## config.mk

```make
export PLATFORM = sky130hd
export DESIGN_NAME = inta_sequencer
export DESIGN_NICKNAME = d
export VERILOG_FILES = /design/src/rtl/pic8259a_pkg.sv /design/src/rtl/sync_2ff.sv /design/src/rtl/inta_sequencer.sv
export SDC_FILE = /design/constraint.sdc
export NUM_CORES = 1
export LEC_CHECK = 0
export BUFFER_PORTS_ARGS = -buffer_cell sky130_fd_sc_hd__buf_2
export CAP_MARGIN = 20
export CELL_PAD_IN_SITES_DETAIL_PLACEMENT = 2
export CELL_PAD_IN_SITES_GLOBAL_PLACEMENT = 2
export CORE_UTILIZATION = 29
export DETAILED_ROUTE_END_ITERATION = 10
export HOLD_SLACK_MARGIN = 0.15
export PLACE_DENSITY = 0.74
export SLEW_MARGIN = 20
export SYNTH_ARGS = -nofsm -noshare
export SYNTH_HDL_FRONTEND = slang
export SYNTH_SLANG_ARGS = --single-unit
```

## constraint.sdc

```tcl
create_clock -name CLK -period 2 [get_ports CLK]
set_clock_uncertainty 0.1 [all_clocks]
set_input_delay 0.1 -clock CLK [delete_from_list [all_inputs] [get_ports CLK]]
set_output_delay 0.1 -clock CLK [all_outputs]
set_load 0.05 [all_outputs]
```

## src/rtl/pic8259a_pkg.sv

```systemverilog
// Shared definitions for the 8259A interrupt-acknowledge logic: FSM states,
// default pulse/gap lengths and the pulse/gap counter width.
package pic8259a_pkg;

  localparam int unsigned CNT_W         = 4;
  localparam int unsigned PULSE_LEN_DEF = 2;
  localparam int unsigned GAP_LEN_DEF   = 2;

  typedef enum logic [2:0] {
    ST_IDLE,
    ST_ACK1,
    ST_GAP,
    ST_ACK2,
    ST_HOLD
  } inta_state_e;

  // Counter reload value for a phase lasting len cycles (counts down to zero).
  function automatic logic [CNT_W-1:0] len_to_cnt(input int unsigned len);
    return CNT_W'(len - 32'd1);
  endfunction

endpackage

```

## src/rtl/sync_2ff.sv

```systemverilog
// Two-flop synchroniser for a single asynchronous level; synchronous active-low clear.
module sync_2ff (
  input  logic clk,
  input  logic rst_n,
  input  logic d,
  output logic q
);

  logic meta;

  // Two back-to-back flops to resolve metastability on d.
  always_ff @(posedge clk) begin
    if (!rst_n) begin
      meta <= 1'b0;
      q    <= 1'b0;
    end else begin
      meta <= d;
      q    <= meta;
    end
  end

endmodule

```

## src/rtl/inta_sequencer.sv

```systemverilog
// Generates the two-pulse INTA handshake towards an 8259A, captures the vector
// byte at the end of the second pulse and holds it until the consumer takes it.
// Optional feature: define INTA_SEQ_SPURIOUS_EN to add the VecSpurious output,
// flagging a vector captured after INT had already dropped.
module inta_sequencer
  import pic8259a_pkg::*;
#(
  parameter int unsigned PULSE_LEN = PULSE_LEN_DEF,
  parameter int unsigned GAP_LEN   = GAP_LEN_DEF
) (
  input  logic       CLK,
  input  logic       RST_N,
  input  logic       INT,
  input  logic       IF_EN,
  input  logic [7:0] DBus,
  output logic       INTA,
  output logic       VecValid,
  output logic [7:0] VecData,
  input  logic       VecReady,
  output logic       Busy
`ifdef INTA_SEQ_SPURIOUS_EN
  ,
  output logic       VecSpurious
`endif
);

  localparam logic [CNT_W-1:0] PULSE_CNT = len_to_cnt(PULSE_LEN);
  localparam logic [CNT_W-1:0] GAP_CNT   = len_to_cnt(GAP_LEN);

  inta_state_e      state;
  inta_state_e      state_next;
  logic [CNT_W-1:0] cnt;
  logic [CNT_W-1:0] cnt_next;
  logic             int_s;
  logic             capture;

  sync_2ff u_int_sync (
    .clk   (CLK),
    .rst_n (RST_N),
    .d     (INT),
    .q     (int_s)
  );

  // Next-state and counter: each phase reloads the counter on entry and leaves at zero.
  always_comb begin
    state_next = state;
    cnt_next   = cnt;
    unique case (state)
      ST_IDLE: begin
        if (int_s && IF_EN) begin
          state_next = ST_ACK1;
          cnt_next   = PULSE_CNT;
        end
      end
      ST_ACK1: begin
        if (cnt == '0) begin
          state_next = ST_GAP;
          cnt_next   = GAP_CNT;
        end else begin
          cnt_next = cnt - CNT_W'(1);
        end
      end
      ST_GAP: begin
        if (cnt == '0) begin
          state_next = ST_ACK2;
          cnt_next   = PULSE_CNT;
        end else begin
          cnt_next = cnt - CNT_W'(1);
        end
      end
      ST_ACK2: begin
        if (cnt == '0) begin
          state_next = ST_HOLD;
          cnt_next   = '0;
        end else begin
          cnt_next = cnt - CNT_W'(1);
        end
      end
      ST_HOLD: begin
        if (VecReady) begin
          state_next = ST_IDLE;
          cnt_next   = '0;
        end
      end
      default: begin
        state_next = ST_IDLE;
        cnt_next   = '0;
      end
    endcase
  end

  assign capture = (state == ST_ACK2) && (state_next == ST_HOLD);

  // State register; outputs decoded from the next state so they align with it.
  always_ff @(posedge CLK) begin
    if (!RST_N) begin
      state    <= ST_IDLE;
      cnt      <= '0;
      INTA     <= 1'b1;
      VecValid <= 1'b0;
      VecData  <= 8'h00;
      Busy     <= 1'b0;
    end else begin
      state    <= state_next;
      cnt      <= cnt_next;
      INTA     <= !((state_next == ST_ACK1) || (state_next == ST_ACK2));
      VecValid <= (state_next == ST_HOLD);
      Busy     <= (state_next != ST_IDLE);
      if (capture) begin
        VecData <= DBus;
      end
    end
  end

`ifdef INTA_SEQ_SPURIOUS_EN
  // Spurious flag: INT already gone when the vector byte was latched.
  always_ff @(posedge CLK) begin
    if (!RST_N) begin
      VecSpurious <= 1'b0;
    end else if (capture) begin
      VecSpurious <= !int_s;
    end
  end
`endif

endmodule

```

Yosys cells after proc, flatten, opt, wreduce, memory -nomap -nowiden
Index checks and enable logic that the tools add are counted.
{"block": "classes", "addsub": 1, "n_eq_ne": 9, "n_mux": 11, "reduce_logical": 9}
{"operator": "4-bit 2-to-1 mux", "n": 4}
{"operator": "4-bit case mux with 4 select lines", "n": 1}
{"operator": "3-bit 2-to-1 mux", "n": 5}
{"operator": "3-bit case mux with 5 select lines", "n": 1}
{"operator": "3-bit by 2-bit equality test with 1-bit output (second input constant)", "n": 3}
{"operator": "3-bit by 1-bit equality test with 1-bit output (second input constant)", "n": 2}
{"operator": "3-bit equality test (second input constant)", "n": 2}
{"operator": "4-bit zero test", "n": 1}
{"operator": "2-bit != test (second input constant)", "n": 2}
{"operator": "4-bit by 1-bit subtractor with 4-bit output (second input constant)", "n": 1}
{"operator": "3-bit zero test", "n": 1}
{"operator": "3-bit nonzero test", "n": 1}
{"operator": "1-bit logical AND", "n": 2}
{"operator": "2-bit AND reduction", "n": 1}
{"operator": "2-bit OR reduction", "n": 1}
{"operator": "1-bit zero test", "n": 1}
{"operator": "1-bit logical OR", "n": 1}
{"block": "word_totals", "regBits": 20, "inputBits": 13, "out_inout_bits": 11, "wordCells": 38}

Logic depth before layout (Yosys ltp)
{"block": "logic_depth", "word_depth": 6, "mapped_depth": 6, "depth_no_buf": 5}

Modules after synthesis
Synthesis repeated with hierarchy kept, for this count alone.
{"block": "hier_totals", "cells_unflattened": 91, "area_unflattened_um2": 864.6}
{"mod": "inta_sequencer", "instances": 1, "cells_per_inst": 87, "area_each_um2": 812.0}
{"mod": "sync_2ff", "instances": 1, "cells_per_inst": 4, "area_each_um2": 52.6}

Worst setup path before layout
No wires, ideal clock.
{"block": "synth_path", "kind": "reg2reg", "from": "register cnt[0]", "to": "register VecData[1]", "setup_time_ns": 0.132, "arrival_time_ns": 1.302, "t_required_ns": 1.768, "path_slack_ns": 0.466, "stages_incl_launch_ff": 7, "n_path_buf": 1, "period_less_slack_ns": 1.534, "path_cell_list": "dfxtp_1 > inv_1 > ha_1 > or3b_1 > buf_2 > o21ai_0 > a21oi_1"}
{"block": "synth_between", "elab_chain_len": 5, "elab_cells_between_ends": 7, "cone_classes": "eq/ne: 1; mux: 4; reduce/logical: 2"}
{"element": "start, declared", "line_no": "inta_sequencer.sv:32", "rtl": "logic [CNT_W-1:0] cnt;"}
{"element": "start signal, assigned", "line_no": "inta_sequencer.sv:105", "rtl": "cnt <= cnt_next;"}
{"element": "4-bit zero test *", "line_no": "inta_sequencer.sv:56, inta_sequencer.sv:64, inta_sequencer.sv:72"}
{"element": "3-bit 2-to-1 mux, on equally long branches", "line_no": "inta_sequencer.sv:72, inta_sequencer.sv:56, inta_sequencer.sv:64"}
{"element": "3-bit case mux with 5 select lines *", "line_no": "inta_sequencer.sv:48", "rtl": "unique case (state)"}
{"element": "3-bit equality test *", "line_no": "inta_sequencer.sv:92", "rtl": "assign capture = (state == ST_ACK2) && (state_next == ST_HOLD);"}
{"element": "1-bit logical AND *", "line_no": "inta_sequencer.sv:92"}
{"element": "end signal, assigned", "line_no": "inta_sequencer.sv:110", "rtl": "VecData <= DBus;"}
{"element": "end, declared", "line_no": "inta_sequencer.sv:18", "rtl": "output logic [7:0] VecData,"}
Mark *: on every way between the ends. The rest lies on a longest branch, timed or not.
A chain may end at the register's enable or synchronous reset.

Worst setup path in the final report
{"block": "layout_path", "from": "register cnt[0]", "to": "register cnt[0]"}
{"block": "layout_between", "elab_chain_len": 3, "elab_cells_between_ends": 5, "cone_classes": "add/sub: 1; mux: 3; reduce/logical: 1"}
{"element": "4-bit by 1-bit subtractor with 4-bit output / 4-bit zero test (equally long branches)"}
{"element": "4-bit 2-to-1 mux, on equally long branches", "line_no": "inta_sequencer.sv:72, inta_sequencer.sv:56, inta_sequencer.sv:64"}
{"element": "4-bit case mux with 4 select lines *", "line_no": "inta_sequencer.sv:48"}
Marks and branches as above.

==> summary.md <==
| Metric | Value |
|---|---|
| Outcome | `finished with violations` |
| Failing checks | `design-rule violations` |
| Worst Hold Launch | `IF_EN` |
| Fmax | `562 MHz` |
| Synth Area in Adders | `2.85%` |
| Synth Instances | `98` |
| Synth Area in Compound Gates | `20.5%` |
| DRC Markers | `6` |
| Synth Flop Type | `dfxtp_1` |
| Routed len/inst | `15.6 µm` |
| Finished Cell Area | `1170 µm²` |
| Drt first pass iters | `6` |
| Via/cell ratio | `5.26` |
| Detailed-route wire length | `2550 µm` |
| Synth Register Bits | `20` |
| Width of the die | `57.0 µm` |
| Setup violators final | `0` |
| Peak supply drop | `0.444 mV` |
| Most common cell in the netlist | `dfxtp_1` |
| Final Cycle Share | `88.9%` |
| Starting DRT DRC Count | `21` |
| Worst setup SP type | `flop` |
| Post-synthesis sequential area ratio | `45.6%` |
| Met3 Use GR | `4.08%` |
| Setup crit end kind | `flop` |
| Hold Vio Cnt, Final | `0` |
| Hold EP | `state[0]$_SDFF_PN0_` |
| Post-DRT Antenna Nets | `0` |
| Count of cell types in the netlist | `33` |
| Worst Setup SP | `cnt[0]$_SDFFE_PN0P_` |
| Placed cell areas | `1010 µm²` |
| Worst hold stages | `4` |
| CORE AREA | `2810 µm²` |
| First-pass GRT wire length | `4260 µm` |
| Leak pwr | `0.468 nW` |
| Pin count of the biggest net entering global routing | `13` |
| Post-Synth Simple-Gate Area | `25.7%` |
| Clock buffer depth | `2` |
| Relative slew margins | `71.6%` |
| CP Data Required Time | `2120 ps` |
| Yosys top cell area share | `45.6%` |
| Grt met2 use | `30.4%` |
| Met1 Track Usage GR | `21.4%` |
| Hold crit path type | `input pin to flop` |
| Initial antenna violation count | `0` |
| H-tree Lvls | `1` |
| XOR/XNOR Fraction of Synth Area | `0.999%` |
| Worst Tran Pin Value | `420 ps` |
| Global-route usage over all layers | `17.4%` |
| Dpl hpwl | `1770 µm` |
| Reg2reg start | `cnt[0]$_SDFFE_PN0P_` |
| Gp weighted congestion | `0.740` |
| Area contributors post-synth | `dfxtp_1, a21oi_1, nand3_1, o21ai_0, nand2_1` |
| Post-synth EDFFs | `0` |
| Max Cap Viol | `0` |
| RR Endpoint | `cnt[0]$_SDFFE_PN0P_` |
| Post-synth top area cell | `dfxtp_1` |
| WS Path Type | `flop to flop` |
| Largest family of logic cells by synthesized area | `simple AND/OR/NAND/NOR gates` |
| Initial Utilization | `31.3%` |
| Total negative setup slack | `0 ps` |
| Max Fanout on Critical Path | `12` |
| FF-to-FF path depth | `5` |
| Ys async rst share | `0%` |
| Cell Area, Synth | `877 µm²` |
| Die height | `57.0 µm` |
| Synthesis Warnings | `0` |
| CTS Buf Count | `3` |
| Avg Inst Size Synth | `8.95 µm²` |
| CTS tree | `built` |
| Worst-skew pair later-pin latency | `300 ps` |
| Fin. max-slew vios | `0` |
| Overflow after GRT | `0` |
| Via Count | `857` |
| Antenna Cells | `0` |
| Vias in the first global route | `913` |
| Count of input and output buffers | `23` |
| Row cnt | `19` |
| Worst reg-to-reg setup slack | `220 ps` |
| Min Tclk post-route | `1780 ps` |
| CP Data Arrival Time | `1890 ps` |
| Die ar. | `3250 µm²` |
| IO Count | `24` |
| Busiest grt layer | `met2` |
| Root buf cell | `clkbuf_4` |
| Syn_nets | `113` |
| RSZ-0062 raised after global routing | `false` |
| CTS clk-pin slew, worst paths | `110 ps` |
| Commonest cells post-synth | `dfxtp_1, a21oi_1, nand3_1, nand2_1, o21ai_0` |
| Layout area overhead | `33.1%` |
| Clk sinks | `20` |
| Share of cells above drive strength 1 | `24.2%` |
| Pwr dens | `1130 nW/µm²` |
| Nets@finish | `149` |
| Post-synthesis mux area share | `0%` |
## per-layer routing
metal,wire length [µm],vias up
li1,-,425
met5,0,-
met2,1200,16
met1,1240,414
met3,96,2
met4,9,0
## where the power goes
part	total [mW]	leakage [nW]	switching, mW	internal, mW
Clock	0.194	0.0138	0.124	0.0702
Combinational	0.599	0.292	0.349	0.250
Sequential	0.521	0.162	0.0674	0.454
## cell type report
type	instances	area, µm²
Clock buffer	3	22.5
Fill cell	325	1640
Inverter	3	11.3
Multi-Input combinational cell	69	442
Sequential cell	20	400
Tap cell	31	38.8
Timing Repair Buffer	37	253
## cell usage in the layout, fill, tap and decap left out, types with 2 or more instances in the layout
master / n
nand3b_1: 2
o21a_1: 2
o32ai_1: 2
o21ai_1: 2
nand2_1: 7
nor3_1: 2
dfxtp_1: 20
nand3_1: 8
buf_2: 23
a21oi_1: 10
ha_1: 2
clkbuf_4: 3
nor2_1: 4
and2_1: 2
inv_1: 3
o221ai_1: 2
o21ai_0: 7
and3b_1: 2
dlygate4sd3_1: 13
## worst max path at each step
| stage | to |
|---|---|
| 2_1_floorplan | VecData[1]$_SDFFE_PN0P_ |
| 3_3_place_gp | cnt[0]$_SDFFE_PN0P_ |
| 3_5_place_dp | cnt[0]$_SDFFE_PN0P_ |
| 4_1_cts | cnt[0]$_SDFFE_PN0P_ |
| 5_1_grt | cnt[0]$_SDFFE_PN0P_ |
| 6_report | cnt[0]$_SDFFE_PN0P_ |
## critical path, stage by stage (launching register included)
cell and delay [ps]:
dfxtp_1 340, inv_1 110, ha_1 200, or3b_4 470, a221o_1 350, o32ai_1 120
## state kept, by name, summed over array words and instances, names as in the netlist
| signal | cells |
|---|---|
| VecData | 8 |
| cnt | 4 |
| state | 3 |
| Busy | 1 |
| INTA | 1 |
| VecValid | 1 |
| u_int_sync.meta | 1 |
| u_int_sync.q | 1 |
## kinds of logic after synthesis
group / Yosys count
compound gates: 29
buf+inv: 9
fa+ha+maj: 2
flops: 20
simple gates: 37
xor+xnor: 1
## repair_timing
| item | 4_1_cts | 5_1_grt |
|---|---|---|
| setup buffers | 0 | 0 |
| endpoints found under the setup margin | 0 | 1 |
| resized for setup | 0 | 1 |
| hold endpoints to repair | 19 | 0 |
| hold buffers | 13 | 0 |
## through the flow
stage	hold slack (ps)	utilization (%)	total power, mW	setup slack (ps)	std cells
2_1_floorplan	127	-	0.922	466	98
3_3_place_gp	216	36.1	1.07	228	147
3_5_place_dp	219	36.1	1.09	130	147
4_1_cts	152	41.5	1.31	93.5	163
5_1_grt	192	41.6	1.41	104	163
6_report	148	41.6	1.31	222	163
Power figures use the tool's default switching activity.
